--- config.mk ---
export PLATFORM = sky130hd
export DESIGN_NAME = wide_addsub_sequencer
export DESIGN_NICKNAME = d
export VERILOG_FILES = /design/src/rtl/wide_addsub_sequencer.sv
export SDC_FILE = /design/constraint.sdc
export NUM_CORES = 2
export LEC_CHECK = 0
export CAP_MARGIN = 20
export CORE_AREA = 4 4 376 378
export CTS_BUF_LIST = sky130_fd_sc_hd__clkbuf_8
export CTS_CLUSTER_DIAMETER = 100
export DETAILED_ROUTE_END_ITERATION = 8
export DIE_AREA = 0 0 380 382
export PLACE_DENSITY = 0.62
export REMOVE_ABC_BUFFERS = 1
export SLEW_MARGIN = 20
export SYNTH_ARGS = -nofsm -noshare
export SYNTH_HDL_FRONTEND = slang
export SYNTH_SLANG_ARGS = --single-unit
--- constraint.sdc ---
create_clock -name clk -period 51.1 [get_ports clk]
set_input_delay 15.33 -clock clk [delete_from_list [all_inputs] [get_ports clk]]
set_output_delay 15.33 -clock clk [all_outputs]
set_load 0.02 [all_outputs]
--- src/rtl/wide_addsub_sequencer.sv ---
// wide_addsub_sequencer
//   Runs a WORDS*WIDTH-bit add or subtract through one external WIDTH-bit adder
//   (fast_adder). Slices go LSW first and the carry chains from slice to slice.
//
//   Ports
//     clk, rst          : clock (rising edge), asynchronous active-high reset
//     start             : request, sampled only while idle
//     op_in             : 0 = add, 1 = subtract (a - b); latched at start
//     a_in, b_in        : full-width operands; latched at start
//     busy              : high from the accepted start until done
//     done              : one-cycle completion pulse
//     sum_out           : full result, held until the next accepted start
//     carry_out         : final MSW carry (subtract: 1 = no borrow)
//     p, q, cin,
//     operation         : operand slice, carry-in and op select driven to the adder
//     adder_result,
//     adder_carry       : adder outputs, valid ADD_LAT edges after sampling
//
//   Optional build macro SEQ_OVERFLOW_EN adds the `overflow` output, which holds the
//   two's-complement signed overflow of the full-width result.
module wide_addsub_sequencer #(
  parameter int unsigned WIDTH   = 64,
  parameter int unsigned WORDS   = 4,
  parameter int unsigned ADD_LAT = 1
) (
  input  logic                   clk,
  input  logic                   rst,
  input  logic                   start,
  input  logic                   op_in,
  input  logic [WIDTH*WORDS-1:0] a_in,
  input  logic [WIDTH*WORDS-1:0] b_in,
  output logic                   busy,
  output logic                   done,
  output logic [WIDTH*WORDS-1:0] sum_out,
  output logic                   carry_out,
`ifdef SEQ_OVERFLOW_EN
  output logic                   overflow,
`endif
  output logic [WIDTH-1:0]       p,
  output logic [WIDTH-1:0]       q,
  output logic                   cin,
  output logic                   operation,
  input  logic [WIDTH-1:0]       adder_result,
  input  logic                   adder_carry
);

  localparam int unsigned TotalW = WIDTH * WORDS;
  localparam int unsigned IdxW   = (WORDS > 1) ? $clog2(WORDS) : 1;
  localparam int unsigned CntW   = (ADD_LAT > 1) ? $clog2(ADD_LAT + 1) : 1;
  localparam logic [IdxW-1:0] LastIdx = IdxW'(WORDS - 1);

  typedef enum logic [1:0] {StIdle, StIssue, StWait, StDone} state_e;

  state_e state_q, state_d;

  logic [TotalW-1:0] a_q, b_q;
  logic [TotalW-1:0] part_q;     // slices captured so far
  logic [TotalW-1:0] sum_q;
  logic [TotalW-1:0] sum_merge;  // part_q with the current slice's result inserted
  logic              op_q;
  logic              cin_q;      // chained carry into the current slice
  logic              carry_q;
  logic [IdxW-1:0]   idx_q;
  logic [CntW-1:0]   cnt_q;
  logic [31:0]       base;
  logic              accept;
  logic              wait_last;
  logic              slice_last;

  assign accept     = (state_q == StIdle) && start;
  assign wait_last  = (cnt_q == CntW'(1));
  assign slice_last = (idx_q == LastIdx);
  assign base       = 32'(idx_q) * WIDTH;

  // State register
  always_ff @(posedge clk or posedge rst) begin
    if (rst) begin
      state_q <= StIdle;
    end else begin
      state_q <= state_d;
    end
  end

  // Next-state logic
  always_comb begin
    state_d = state_q;
    unique case (state_q)
      StIdle:  if (start) state_d = StIssue;
      StIssue: state_d = StWait;
      StWait:  if (wait_last) state_d = slice_last ? StDone : StIssue;
      StDone:  state_d = StIdle;
      default: state_d = StIdle;
    endcase
  end

  // Control outputs
  always_comb begin
    busy = 1'b0;
    done = 1'b0;
    unique case (state_q)
      StIssue, StWait: busy = 1'b1;
      StDone:          done = 1'b1;
      default:         ;
    endcase
  end

  always_comb begin
    sum_merge = part_q;
    sum_merge[base +: WIDTH] = adder_result;
  end

`ifdef SEQ_OVERFLOW_EN
  logic ovf_q;
  logic msb_carry_in;
  // Carry into the MSB recovered from the sum bit and the two effective operand bits.
  assign msb_carry_in = adder_result[WIDTH-1] ^ a_q[TotalW-1] ^ (b_q[TotalW-1] ^ op_q);

  always_ff @(posedge clk or posedge rst) begin
    if (rst) begin
      ovf_q <= 1'b0;
    end else if ((state_q == StWait) && wait_last && slice_last) begin
      ovf_q <= msb_carry_in ^ adder_carry;
    end
  end

  assign overflow = ovf_q;
`endif

  // Datapath registers
  always_ff @(posedge clk or posedge rst) begin
    if (rst) begin
      a_q     <= '0;
      b_q     <= '0;
      op_q    <= 1'b0;
      cin_q   <= 1'b0;
      idx_q   <= '0;
      cnt_q   <= '0;
      part_q  <= '0;
      sum_q   <= '0;
      carry_q <= 1'b0;
    end else begin
      if (accept) begin
        a_q   <= a_in;
        b_q   <= b_in;
        op_q  <= op_in;
        cin_q <= op_in;  // subtract = a + ~b + 1
        idx_q <= '0;
      end
      if (state_q == StIssue) begin
        cnt_q <= CntW'(ADD_LAT);
      end
      if (state_q == StWait) begin
        if (!wait_last) begin
          cnt_q <= cnt_q - CntW'(1);
        end else begin
          part_q <= sum_merge;
          cin_q  <= adder_carry;
          if (slice_last) begin
            sum_q   <= sum_merge;
            carry_q <= adder_carry;
          end else begin
            idx_q <= idx_q + IdxW'(1);
          end
        end
      end
    end
  end

  assign p         = a_q[base +: WIDTH];
  assign q         = b_q[base +: WIDTH];
  assign cin       = cin_q;
  assign operation = op_q;
  assign sum_out   = sum_q;
  assign carry_out = carry_q;

endmodule

==> results.yml <==
detailed_routing:
  wl_per_cell_um: 25.24
  drt-initial-drc-count: 3060
  via_per_inst: 5.045
  finalWirelength_um: 173500
  drtAntennaViolNets: 0
  vias: 34660
  drt_pre_antenna_iters: 5
  drc: 0
place:
  place_congestion: 0.9660
  dp_cells: 6518
  place_area_um2: 51700
  port_buffers: 969
  hpwl_um: 120700
sta:
  fmax_mhz: 51.77
  tns_ns: 0
  tightestPinTransition_ns: 1.112
  slew_violations: 0
  rsz0062_at_grt: "false"
  relSlewSlack_pct: 25.89
  finalClockSkew_ns: 0.07571
  finalHoldViolations: 0
  fin_crit_sh_pct: 37.80
  period_needed_ns: 19.32
  setup_viol: 0
worst_hold_path:
  min_path_type: "reg2reg"
  min_to: "b_q[150]"
  worstHoldStart: "b_q[150]"
  worstHoldPathCells: 2
cts:
  cts_resized: 0
  cts_tree: "built"
  clkTransAtPathRegs_ns: 0.06
  cts_root_buffer: "clkbuf_8"
  htree_levels: 4
  insertion_delay_ns: 0.89
  numCtsBuffers: 171
  cts_sinks: 968
  post_cts_buffers: 0
  holdBufCountCts: 0
  clockBufferDepth: 3
floorplan:
  die_width_um: 380
  die-area_um2: 145200
  initial_core_util_pct: 29.74
  dieHeight_um: 382
  design.core.area_um2: 137500
  pin_count: 970
  num_rows: 136
global_routing:
  grt_max_degree: 209
  grt_pass1_wl_um: 250300
  grt_usage_pct: 23.37
  antenna_found_initial: 88
  grt_pass1_vias: 34810
  overflow: 0
critical_path:
  required_ns: 35.77
  cpLargestDelayFamily: "buffers and inverters"
  r2r_start: "idx_q[1]"
  cp_slowest_cell: "dfrtp_4"
  max_stage_delay_ns: 0.87
  startpoint_type: "register"
  path_class: "reg2out"
  r2r-end: "sum_out[134]"
  r2r_cells: 8
  worstPathCellList: "buf_4, mux4_2, clkdlybuf4s50_1"
  crit_fanout: 35
  regToRegSetupSlack_ns: 45.42
  critPathBufInv: 2
  end_kind: "primary output"
  arrival_ns: 3.99
synthesis:
  yosysWarnings: 0
  async_reset_ff_share_pct: 100.0
  synth-seq-cells: 968
  synth_area_leader_cell: "dfrtp_1"
  synth_cell_types: 35
  syn-cell-area_um2: 40890
  netlist.area_leader.share_pct: 59.23
  seq_area_frac_synth_pct: 59.23
  syn_area_per_cell_um2: 10.03
  synth_edf_count: 0
  ys.flop_type: "dfrtp_1"
  synthTopCellsByCount: "nand2_1, dfrtp_1, nor2_1"
  syn_inst: 4077
  synthMostInstantiatedCell: "nand2_1"
  synthTopCellsByArea: "dfrtp_1, nand2_1, mux4_2"
power_and_ir_drop:
  vdd_drop_max_v: 0.00003655
  power_mw: 3.593
  power.density_nw_per_um2: 65.09
  leakage_nw: 25.68
cells_and_area:
  syn_to_final_growth_pct: 34.98
  finish.net_count: 5488
  instances_no_fill: 6871
  fillers: 13400
  final_cell_area_um2: 55200
  drive_gt1_share_pct: 8.529
status:
  outcome: "complete, no violations"
flow_run:
  maxCapViolCount: 0
==> layout by cell type, fill, tap and decap left out, types with 5 or more instances in the layout <==
cell type,netlist,layout
a21oi_1,191,191
a221oi_1,64,64
a22o_1,226,226
a31oi_1,67,67
buf_4,7,39
clkbuf_8,0,204
clkdlybuf4s50_1,0,969
clkinv_2,0,18
dfrtp_1,968,966
diode_2,0,59
ha_1,10,9
inv_1,7,66
mux4_2,128,128
nand2_1,1607,1604
nand3_1,63,61
nor2_1,259,258
nor2b_1,64,64
o21ai_0,26,26
o21ai_1,5,5
==> per-layer routing <==
layer | track usage, % | vias to the layer above | wire length [um]
met3 | 8.621 | 340 | 16590
met5 | 0 | - | 288
met2 | 36.54 | 1454 | 80400
li1 | - | 15250 | -
met1 | 28.59 | 17570 | 67670
met4 | 11.44 | 44 | 8506
==> where the power goes <==
group          total [mW]  switching, mW  internal (mW)
clock network       0.719          0.345          0.374
registers            1.29          0.200           1.09
logic                1.58          0.939          0.646
==> logic make-up (layout without fill, tap and decap cells) <==
logic type / after synthesis / after routing / share of synthesized area [%]
mux: 128 / 128 / 7.049
fa+ha+maj: 10 / 10 / 0.3060
simple gates: 2010 / 2010 / 19.24
other cells: 0 / 59 / 0
buf+inv: 375 / 1316 / 4.078
compound gates: 586 / 586 / 10.09
flops: 968 / 968 / 59.23
==> worst max-delay path by stage <==
stage,from,end,depth (start not counted)
final,idx_q[0],p[37],3
after floorplan,rst,a_q[0],1
after detailed placement,rst,idx_q[0],5
after global placement,rst,b_q[22],5
after CTS,idx_q[0],p[2],3
after global routing,idx_q[0],p[2],3
==> per-stage QoR <==
| stage | hold slack [ns] | utilization, % | setup WS [ns] |
|---|---|---|---|
| 2_1_floorplan | 0.4403 | - | 8.541 |
| 5_1_grt | 0.4894 | 40.11 | 31.47 |
| 4_1_cts | 0.4702 | 40.04 | 31.51 |
| 3_5_place_dp | 0.4564 | 37.60 | 32.05 |
| 3_3_place_gp | 0.4526 | 37.58 | 31.88 |
| 6_report | 0.4682 | 40.15 | 31.78 |
==> flip-flops by register name, indices dropped and copies added, names as in the netlist <==
signal     cells
a_q          256
sum_out      256
carry_out      1
cin            1
state_q        2
part_q       192
operation      1
idx_q          2
b_q          256
cnt_q          1
==> layout make-up <==
cell class	count	area (um2)	share of cell area (%)
diodes	59	147.6	0.2675
clock inverters	90	541.8	0.9815
well taps	1794	2245	4.066
clock buffers	204	2808	5.086
flip-flops and latches	968	24230	43.90
repair buffers	1013	10100	18.30
inverters	9	43.79	0.07933
multi-input cells	2734	15080	27.33
==> worst min-delay path, cell delays in order, from the launching register on <==
cell     delay (ns)
dfrtp_1        0.33
nand2_1        0.05
nand2_1        0.06
Note: power is estimated with default switching activity, not from simulation.
